===== config.mk =====
export PLATFORM = sky130hd
export DESIGN_NAME = reg_bank_arbiter
export DESIGN_NICKNAME = d
export VERILOG_FILES = /design/src/rtl/reg_arb_pkg.sv /design/src/rtl/dff_async_vec.sv /design/src/rtl/reg_bank_arbiter.sv
export SDC_FILE = /design/constraint.sdc
export NUM_CORES = 1
export LEC_CHECK = 0
export CORE_ASPECT_RATIO = 1.75
export CORE_MARGIN = 10
export CORE_UTILIZATION = 25
export DETAILED_ROUTE_END_ITERATION = 10
export GPL_ROUTABILITY_DRIVEN = 0
export PLACE_DENSITY = 0.51
export SYNTH_ARGS = -nofsm -noshare
export SYNTH_HDL_FRONTEND = slang
export SYNTH_HIERARCHICAL = 1
export SYNTH_SLANG_ARGS = --single-unit
export TNS_END_PERCENT = 5

===== constraint.sdc =====
create_clock -name clk -period 2.6 [get_ports clk]
set_clock_uncertainty 0.15 [all_clocks]
set_input_delay 0.26 -clock clk [delete_from_list [all_inputs] [get_ports clk]]
set_output_delay 0.26 -clock clk [all_outputs]
set_load 0.02 [all_outputs]

===== src/rtl/reg_arb_pkg.sv =====
// Shared types and default sizing for the round-robin register-bank arbiter.
package reg_arb_pkg;

    localparam int unsigned N_REQ_DEF = 4;
    localparam int unsigned DW_DEF    = 8;
    localparam int unsigned AW_DEF    = 2;

    typedef enum logic [1:0] {
        IDLE  = 2'd0,
        GRANT = 2'd1,
        DONE  = 2'd2
    } arb_state_t;

endpackage


===== src/rtl/dff_async_vec.sv =====
// W-bit register with load enable and asynchronous active-low clear; one bank word.
module dff_async_vec #(
    parameter int unsigned W = 8
) (
    input  logic         clk,
    input  logic         clrn,
    input  logic         en,
    input  logic [W-1:0] d,
    output logic [W-1:0] q
);

    always_ff @(posedge clk or negedge clrn) begin
        if (!clrn) begin
            q <= '0;
        end else if (en) begin
            q <= d;
        end
    end

endmodule


===== src/rtl/reg_bank_arbiter.sv =====
// Round-robin arbiter granting N_REQ requesters single-word access to a shared register bank.
module reg_bank_arbiter
    import reg_arb_pkg::*;
#(
    parameter int unsigned N_REQ = N_REQ_DEF,
    parameter int unsigned DW    = DW_DEF,
    parameter int unsigned AW    = AW_DEF
) (
    input  logic                clk,
    input  logic                clrn,
    input  logic [N_REQ-1:0]    req,
    input  logic [N_REQ-1:0]    req_we,
    input  logic [N_REQ*AW-1:0] req_addr,
    input  logic [N_REQ*DW-1:0] req_wdata,
    output logic [N_REQ-1:0]    gnt,
    output logic [N_REQ-1:0]    ack,
    output logic [DW-1:0]       rdata,
    output logic                busy
);

    localparam int unsigned IW    = (N_REQ > 1) ? $clog2(N_REQ) : 1;
    localparam int unsigned DEPTH = 2 ** AW;
    localparam logic [N_REQ-1:0] ONE = N_REQ'(1);

    arb_state_t     state;
    logic [IW-1:0]  ptr;
    logic [IW-1:0]  win;
    logic [IW-1:0]  pick;
    logic [AW-1:0]  sel_addr;
    logic [DW-1:0]  sel_wdata;
    logic           bank_we;
    logic [DW-1:0]  bank_q [DEPTH];

    // First requester at or above p, wrapping modulo N_REQ (safe for non-power-of-2 N_REQ).
    function automatic logic [IW-1:0] rr_pick(input logic [N_REQ-1:0] r, input logic [IW-1:0] p);
        logic [IW-1:0] w;
        logic          hit;
        int unsigned   idx;
        w   = p;
        hit = 1'b0;
        for (int unsigned k = 0; k < N_REQ; k++) begin
            idx = 32'(p) + k;
            if (idx >= N_REQ) begin
                idx = idx - N_REQ;
            end
            if (!hit && r[IW'(idx)]) begin
                w   = IW'(idx);
                hit = 1'b1;
            end
        end
        return w;
    endfunction

    function automatic logic [IW-1:0] next_ptr(input logic [IW-1:0] w);
        return (w == IW'(N_REQ - 1)) ? '0 : w + IW'(1);
    endfunction

    always_comb begin
        pick      = rr_pick(req, ptr);
        sel_addr  = req_addr[win*AW +: AW];
        sel_wdata = req_wdata[win*DW +: DW];
        bank_we   = (state == GRANT) && req_we[win];
    end

    for (genvar i = 0; i < DEPTH; i++) begin : g_bank
        dff_async_vec #(.W(DW)) u_word (
            .clk  (clk),
            .clrn (clrn),
            .en   (bank_we && (sel_addr == AW'(i))),
            .d    (sel_wdata),
            .q    (bank_q[i])
        );
    end

    // IDLE -> GRANT -> DONE; the winner's address, direction and data are taken during GRANT.
    always_ff @(posedge clk or negedge clrn) begin
        if (!clrn) begin
            state <= IDLE;
            ptr   <= '0;
            win   <= '0;
            gnt   <= '0;
            ack   <= '0;
            rdata <= '0;
            busy  <= 1'b0;
        end else begin
            case (state)
                IDLE: begin
                    ack <= '0;
                    if (|req) begin
                        win   <= pick;
                        gnt   <= ONE << pick;
                        busy  <= 1'b1;
                        state <= GRANT;
                    end else begin
                        gnt <= '0;
                    end
                end
                GRANT: begin
                    gnt <= '0;
                    ack <= ONE << win;
                    if (!req_we[win]) begin
                        rdata <= bank_q[sel_addr];
                    end
                    state <= DONE;
                end
                DONE: begin
                    ack   <= '0;
                    ptr   <= next_ptr(win);
                    busy  <= 1'b0;
                    state <= IDLE;
                end
                default: begin
                    gnt   <= '0;
                    ack   <= '0;
                    busy  <= 1'b0;
                    state <= IDLE;
                end
            endcase
        end
    end

endmodule

== Word-level counts from Yosys, hierarchy flattened ==
Index checks and enable logic that the tools add are counted.
Cells by class
  add/sub/neg operators: 8
  multipliers: 0
  divide/modulo/power cells: 0
  magnitude comparators: 10
  equal/unequal tests: 7
  shifts and indexed selects: 4
  muxes and demuxes: 32
  bitwise gates (word level): 3
  reductions and logical operators: 17
Operators by type and width (count)
  indexed part select 32 x 6 -> 8 bit: 1
  2-to-1 mux 2 bit: 10
  binary-select mux 8 bit (select 2 bit): 1
  2-to-1 mux 8 bit: 2
  less-than comparator 2 x 3 -> 1 bit (second input constant): 5
  greater-or-equal comparator 3 bit (second input constant): 4
  binary-select mux 1 bit (select 2 bit): 5
  2-to-1 mux 1 bit: 9
  equality test 2 bit (second input constant): 4
  logical AND 1 bit: 8
  2-to-1 mux 4 bit: 2
  one-hot mux 4 bit (2 select lines): 1
  indexed part select 8 x 4 -> 2 bit: 1
  left shift 1 x 2 -> 4 bit (first input constant): 2
  subtractor 2 x 1 -> 2 bit (second input constant): 4
  adder 2 x 2 -> 3 bit (second input constant): 2
  AND reduction 2 bit: 3
  equality test 2 x 1 -> 1 bit (second input constant): 2
  logical NOT 2 bit: 2
  one-hot mux 2 bit (2 select lines): 1
  OR reduction 4 bit: 1
  adder 2 x 1 -> 3 bit (second input constant): 1
  greater-or-equal comparator 2 x 3 -> 1 bit (second input constant): 1
  logical NOT 1 bit: 3
  other kinds (5): 6
Word-level totals
  bits in registers: 55
  latch bits: 0
  bits in writable memories: 0
  ROM bits: 0
  bits of input ports: 50
  output and inout bits: 17
  word-level logic and storage cells: 92
  memories kept: 0

== Longest topological paths before layout ==
Gate-level depths: netlist of run 1.
  word-level depth: 17
  depth in mapped cells: 7
  mapped depth without buffers: 5

== Modules after synthesis ==
Netlist of run 1, hierarchy kept.
Modules (own cells, without submodules)
  reg_bank_arbiter: instances 1, cells an instance 135, area each 1531.5 sq um, seq. area each 575.6 sq um
  dff_async_vec: instances 4, cells an instance 17, area each 331.6 sq um, seq. area each 200.2 sq um

== Worst setup path before layout of run 1 ==
OpenSTA, ideal clock, no wires.
  path type: reg2reg
  start point: register win[0]
  end point: register g_bank[2].u_word.q[0]
  setup time: 0.125 ns
  data arrival time: 2.070 ns
  data required time: 2.325 ns
  setup slack: 0.255 ns
  cell stages (with the launch flop): 8
  buffers on the path: 4
  period minus slack after synthesis: 2.345 ns
  cells stage by stage: dfrtp_1 > mux4_2 > buf_6 > buf_6 > buf_6 > nor3b_1 > buf_6 > mux2_4
On the way
  word-level cells in the longest chain between the ends: 4
  elaborated cells on any way between the ends: 7
  classes of those cells: eq/ne (1); shift (2); mux (2); reduce/logical (2)
RTL lines
  start, declared: RTL line reg_bank_arbiter.sv:27  | logic [IW-1:0] win;
  start signal, assigned: RTL line reg_bank_arbiter.sv:90  | win <= pick;
  branches (longest 4 deep; another with indexed part select 8 x 4 -> 2 bit)
  end signal, assigned: RTL line dff_async_vec.sv:14  | q <= '0;
  end signal, assigned: RTL line dff_async_vec.sv:16  | q <= d;
  end, declared: RTL line dff_async_vec.sv:9  | output logic [W-1:0] q
Several ways; the timed one is not identified. The select of a mux whose other input is x is not followed.
A chain may end at the register's enable or synchronous reset.

== Final worst setup path of run 1 ==
  start point: register win[0]
  end point: register g_bank[3].u_word.q[4]
On the way
  word-level cells in the longest chain between the ends: 4
  elaborated cells on any way between the ends: 7
  classes of those cells: eq/ne (1); shift (2); mux (2); reduce/logical (2)
RTL lines (RTL line)
  branches (longest 4 deep; another with indexed part select 8 x 4 -> 2 bit)
  end signal, assigned: dff_async_vec.sv:14
  end signal, assigned: dff_async_vec.sv:16
  end, declared: dff_async_vec.sv:9
Several ways; the timed one is not identified. The select of a mux whose other input is x is not followed.

==> results of run 1 <==
cells in the final DEF, fill, tap and decap left out, drive strengths merged, types with 2 or more instances in the layout:
cell           synthesis  routed
nor2b                  4       4
clkbuf                 1       6
clkdlybuf4s50          0      65
nor2                   3       3
o22a                   2       2
inv                    6       6
mux4                  11      11
nand3                  7       7
ha                     4       4
mux2                  41      41
a21oi                  2       2
nor3                   2       2
nand2b                 8       8
buf                    9      11
nor3b                  3       3
o221a                  8       8
a22o                   2       2
and2                   4       4
nand2                 14      14
dfrtp                 55      55
o21ai                  8       8
logic make-up (layout without fill, tap and decap cells):
family	count (synthesis)	after routing	synth area share, %
muxes	53	53	29.51
adders and majority gates	4	4	1.751
AOI/OAI and AO/OA	26	26	7.094
and+or+nand+nor	49	49	9.501
DFF	55	55	48.16
buffers and inverters	16	89	3.984
report_power, final:
| part | total, mW | switching [mW] | internal (mW) |
|---|---|---|---|
| clock network | 0.627 | 0.279 | 0.347 |
| logic | 2.10 | 0.921 | 1.18 |
| registers | 1.54 | 0.272 | 1.27 |
path summary, 6_finish.rpt:
kind | startpoint | end | cells past startpoint
setup / recovery | win[0] | g_bank[3].u_word/q[4] | 3
hold / removal | clrn | rdata[1] | 2
setup reg to reg | win[0] | g_bank[3].u_word/q[4] | 3
hold reg to reg | gnt[3] | gnt[3] | 2
max in group asynchronous | clrn | ack[1] | 3
min in group clk | gnt[3] | gnt[3] | 2
registers in the layout (all words and copies together), names as in the netlist:
register and flops:
ack 4, win 2, busy 1, gnt 4
state 2, g_bank.u_word/q 32, ptr 2, rdata 8
stage by stage:
step,util [%],cells,power [mW],hold WS (ps)
finish,34.13,408,4.262,323.3
global route,34.13,408,4.577,374.0
CTS,34.13,408,4.341,343.9
detailed placement,32.89,401,3.695,107.7
global placement,32.89,401,3.656,105.7
floorplan,-,203,2.994,-185.6
cell usage after synthesis, types with 3 or more instances:
master and count:
sky130_fd_sc_hd__nand3_1 7, sky130_fd_sc_hd__nand2_1 14, sky130_fd_sc_hd__buf_6 7, sky130_fd_sc_hd__o221a_1 8
sky130_fd_sc_hd__dfrtp_1 55, sky130_fd_sc_hd__inv_1 6, sky130_fd_sc_hd__nor3b_1 3, sky130_fd_sc_hd__mux4_2 11
sky130_fd_sc_hd__and2_1 4, sky130_fd_sc_hd__nand2b_1 8, sky130_fd_sc_hd__o21ai_0 8, sky130_fd_sc_hd__nor2b_1 4
sky130_fd_sc_hd__mux2_1 7, sky130_fd_sc_hd__mux2_4 33, sky130_fd_sc_hd__ha_1 4
layout make-up:
| cell class | instances | area [um^2] | area share [%] |
|---|---|---|---|
| multi-input combinational | 132 | 1378 | 36.15 |
| sequential | 55 | 1376 | 36.11 |
| timing repair buffer | 77 | 740.7 | 19.44 |
| tap | 132 | 165.2 | 4.334 |
| clock buffer | 6 | 128.9 | 3.381 |
| inverter | 6 | 22.52 | 0.5909 |
metal layers:
| layer | global-route usage (%) | vias to the layer above |
|---|---|---|
| met3 | 2.264 | 6 |
| met5 | 0 | - |
| met2 | 17.14 | 34 |
| met4 | 3.097 | 0 |
| met1 | 10.25 | 949 |
| li1 | - | 889 |
what timing repair did:
action | in CTS | in global routing
endpoints found under the hold margin | 20 | 0
hold buffers | 1 | 0
setup buffers | 0 | 0
gates resized for setup | 0 | 0
==> impl_metrics.py, run 1 <==
metrics = {
    "status": {
        "outcome": "completed",
    },
    "floorplanning": {
        "die_w_um": 100.8,
        "num_io_pins": 67,
        "row_count": 51,
        "initial_core_util_pct": 25.59,
        "core_area_um2": 11170,
        "area_of_the_die_um2": 16280,
        "vert_die_dim_um": 161.4,
    },
    "logic_synthesis": {
        "synth.net_count": 257,
        "netlist.area_leader.share_pct": 48.16,
        "synth_largest_area_cell": "sky130_fd_sc_hd__dfrtp_1",
        "post_synth.cell_area_avg_um2": 14.08,
        "post_synth_inst_count": 203,
        "yosysWarningCount": 6,
        "synth.ff_latch_count": 55,
        "synthesis.area_um2": 2858,
        "synth-seq-area-share_pct": 48.16,
        "post_synth_main_area_contributors": "sky130_fd_sc_hd__dfrtp_1, sky130_fd_sc_hd__mux2_4, sky130_fd_sc_hd__mux4_2",
        "synth_edf_count": 0,
        "async_flop_share_pct": 100.0,
        "synth.distinct_cells": 35,
        "flip_flop_cell_with_the_highest_count_after_synthesis": "sky130_fd_sc_hd__dfrtp_1",
    },
    "timing": {
        "timing.final.crit_period_ps": 2259,
        "final.setup.worst_slack_ps": 341.4,
        "timing.max_slew.rel_slack_pct": 60.78,
        "fmax_mhz": 442.7,
        "rsz0062_at_grt": "false",
        "report.final.hold_viol_count": 0,
        "timing.setup.tns_ps": 0,
        "final.period_utilization_pct": 86.87,
        "worst_pin_slew_ps": 588.3,
        "finalSetupViolations": 0,
        "slew_viol_final": 0,
    },
    "cts": {
        "ctsHtreeMaxLevel": 2,
        "clockRootBuffer": "sky130_fd_sc_hd__clkbuf_16",
        "clock-sinks": 55,
        "clock_path_buffers": 2,
        "clk_transition_reported_paths_ps": 60,
        "cts_tree": "yes",
        "cts_buffers": 5,
        "insertion_delay_ps": 290,
    },
    "final_layout": {
        "finish.net_count": 331,
        "antenna_cells": 0,
        "layout-drive-gt1-share_pct": 23.55,
        "layout.filler_cells": 1082,
        "fin_area_um2": 3811,
        "syn2layout_area_growth_pct": 33.36,
    },
    "global_routing": {
        "pin_count_of_the_biggest_net_entering_global_routing": 24,
        "grt_pass1_vias": 2118,
        "globalRouteTotalUtil_pct": 9.449,
        "first_pass_grt_wire_length_um": 12010,
        "grt_antenna_before_repair": 0,
        "global_route.overflow_total": 0,
    },
    "critical_path": {
        "startpoint_type": "flip-flop",
        "critical-path-top-delay-family": "multiplexers",
        "critical_path.cell_chain": "mux4_2 -> and4_1 -> mux2_4",
        "rrSetupSlack_ps": 340,
        "critPathCaptureType": "flip-flop",
        "critical_path.max_stage_delay_ps": 630,
        "worst-endpoint-required_ps": 2620,
        "worst_ep_arrival_time_ps": 2280,
        "cpMaxStageDelayCell": "sky130_fd_sc_hd__mux4_2",
        "timing.setup.critical_path_class": "reg -> reg",
        "critical_path.max_fanout": 8,
        "timing.critical_path.buf_inv": 0,
    },
    "detailed_routing": {
        "drc_errors": 0,
        "post_drt_wl_per_cell_um": 18.08,
        "drt_first_pass_iters": 4,
        "vias": 1878,
        "vias_per_cell": 4.603,
        "wl_met1_um": 2933,
        "postRouteAntennaNets": 0,
        "detailroute.wirelength.met3_um": 313,
        "route.top_layer_used": "met4",
        "detailedRoute.firstIterationViolations": 112,
        "drt_wl_total_um": 7375,
        "wl_met2_um": 4022,
    },
    "min_path": {
        "hp-class": "in -> async",
    },
    "placed_design": {
        "port_buffers": 66,
        "place_hpwl_um": 5629,
        "placed_inst_area_um2": 3672,
        "place_worst_setup_slack_ps": 300.5,
    },
    "power": {
        "pwr_density_cell_nw_per_um2": 1118,
        "vdd_drop_max_v": 0.0004043,
        "static-leakage-power_nw": 1.585,
    },
    "run": {
        "drv_cap": 0,
    },
}
Power figures use the tool's default switching activity.
==> run 2: changes to the inputs <==
Settings changed: REMOVE_ABC_BUFFERS set to 1, SLEW_MARGIN set to 20.
==> run 2 against run 1 <==
  * Via count grew 0.64%
  * Worst setup slack gained 64 ps
  * Critical path depth increased by 1
==> impl_metrics.py, run 2 (synthesis gave the netlist of run 1 again) <==
metrics = {
    "critical_path": {
        "worst_ep_arrival_time_ps": 2230,
        "critical-path-top-delay-family": "multiplexers",
        "critPathCaptureType": "flip-flop",
        "cpMaxStageDelayCell": "sky130_fd_sc_hd__mux4_2",
        "timing.critical_path.buf_inv": 1,
        "timing.setup.critical_path_class": "reg -> reg",
        "critical_path.cell_chain": "mux4_2 -> nor3_1 -> buf_4 -> mux2_4",
        "critical_path.max_stage_delay_ps": 620,
        "startpoint_type": "flip-flop",
        "critical_path.max_fanout": 8,
        "worst-endpoint-required_ps": 2640,
    },
    "cts": {
        "clk_transition_reported_paths_ps": 70,
        "insertion_delay_ps": 300,
        "post_cts_resized": 0,
        "cts_buffers": 5,
        "postCtsSetupRepairBufs": 0,
        "cts_tree": "yes",
        "ctsHtreeMaxLevel": 2,
        "clock_path_buffers": 2,
        "cts-hold-fix-buffers": 1,
        "clockRootBuffer": "sky130_fd_sc_hd__clkbuf_16",
        "clock-sinks": 55,
    },
    "status": {
        "outcome": "completed",
    },
    "placed_design": {
        "port_buffers": 66,
        "placed_inst_area_um2": 3700,
        "place_inst": 403,
        "place_hpwl_um": 6096,
    },
    "power": {
        "vdd_drop_max_v": 0.0005928,
        "static-leakage-power_nw": 1.616,
        "pwr_density_cell_nw_per_um2": 1143,
    },
    "timing": {
        "timing.max_slew.rel_slack_pct": 64.23,
        "timing.setup.tns_ps": 0,
        "slew_viol_final": 0,
        "timing.final.crit_period_ps": 2194,
        "final.period_utilization_pct": 84.39,
        "rsz0062_at_grt": "false",
        "worst_pin_slew_ps": 536.6,
        "report.final.hold_viol_count": 0,
        "finalSetupViolations": 0,
        "fmax_mhz": 455.8,
    },
    "floorplanning": {
        "initial_core_util_pct": 25.59,
        "core_area_um2": 11170,
        "area_of_the_die_um2": 16280,
        "die_w_um": 100.8,
        "vert_die_dim_um": 161.4,
        "num_io_pins": 67,
        "row_count": 51,
    },
    "detailed_routing": {
        "drt_first_pass_iters": 4,
        "drt_wl_total_um": 7847,
        "post_drt_wl_per_cell_um": 19.05,
        "postRouteAntennaNets": 0,
        "detailedRoute.firstIterationViolations": 90,
        "route.top_layer_used": "met4",
        "wl_met2_um": 4081,
        "wl_met1_um": 3177,
        "drc_errors": 0,
        "detailroute.wirelength.met3_um": 487,
        "vias": 1890,
        "vias_per_cell": 4.587,
    },
    "final_layout": {
        "regMostFlops": "g_bank.u_word/q",
        "syn2layout_area_growth_pct": 35.81,
        "mostFrequentLayoutCells": "sky130_fd_sc_hd__clkdlybuf4s50_1, sky130_fd_sc_hd__dfrtp_1, sky130_fd_sc_hd__mux2_4",
        "layout-drive-gt1-share_pct": 25.00,
        "finish.net_count": 333,
        "final_common_cell": "sky130_fd_sc_hd__clkdlybuf4s50_1",
        "top_regs": "g_bank.u_word/q: 32 flops, rdata: 8 flops",
        "fin_area_um2": 3881,
        "final_cell_count_no_fill": 412,
        "antenna_cells": 0,
        "largest_reg_flops": 32,
    },
    "min_path": {
        "hp-class": "in -> async",
    },
    "global_routing": {
        "grt_pass1_vias": 2106,
        "first_pass_grt_wire_length_um": 12500,
        "grt_antenna_before_repair": 0,
        "global_route.overflow_total": 0,
        "pin_count_of_the_biggest_net_entering_global_routing": 24,
        "globalRouteTotalUtil_pct": 9.982,
    },
    "run": {
        "drv_cap": 0,
    },
}
run 2: cell types whose count changed in the layout (fill, tap and decap cells not counted):
cell / previous run / this run
sky130_fd_sc_hd__buf_12: 0 / 1
sky130_fd_sc_hd__clkbuf_1: 1 / 0
sky130_fd_sc_hd__clkinvlp_4: 0 / 1
sky130_fd_sc_hd__inv_6: 0 / 1
sky130_fd_sc_hd__buf_4: 10 / 11
sky130_fd_sc_hd__bufinv_16: 0 / 1
run 2: final timing paths:
kind	from	endpoint	slack [ps]	cells after the start
max	win[0]	g_bank[0].u_word/q[4]	410	4
min	clrn	g_bank[1].u_word/q[5]	260	2
max reg2reg	win[0]	g_bank[0].u_word/q[4]	410	4
min reg2reg	gnt[3]	gnt[3]	340	2
max in group asynchronous	clrn	gnt[3]	1360	3
min in group clk	gnt[3]	gnt[3]	340	2
run 2: report_power, final:
part	leakage (nW)	internal, mW	switching [mW]
sequential	0.675	1.27	0.280
clock	0.0804	0.459	0.330
combinational	0.860	1.19	0.907
run 2: cell type report:
class | instances | area, um^2
inverter | 6 | 22.52
fill | 1087 | 7286
clock buffer | 5 | 125.1
multi-input combinational | 132 | 1378
sequential | 55 | 1376
clock inverter | 3 | 46.29
tap | 132 | 165.2
timing repair buffer | 79 | 768.2
run 2: metal layers:
metal  global-route usage [%]  up-vias
li1                         -      894
met1                    11.71      932
met2                    16.71       56
met3                    3.118        8
met4                    3.097        0
met5                        0        -
run 2: stage by stage:
stage               util [%]  setup slack [ps]  total power [mW]  hold WS [ps]
floorplan                  -            -625.9             2.905        -185.6
global placement       33.13             266.4             3.672         56.05
detailed placement     33.13             247.2             3.705         58.27
CTS                    34.76             376.5             4.516         274.7
global route           34.76             295.3             4.744         314.6
finish                 34.76             405.8             4.436         260.7
run 2: worst register-to-register path: cells and delay by family, from the launching register on:
| kind | cells | cell delay (ps) |
|---|---|---|
| muxes | 2 | 940 |
| buffers and inverters | 1 | 260 |
| and+or+nand+nor | 1 | 210 |
| DFF | 1 | 520 |
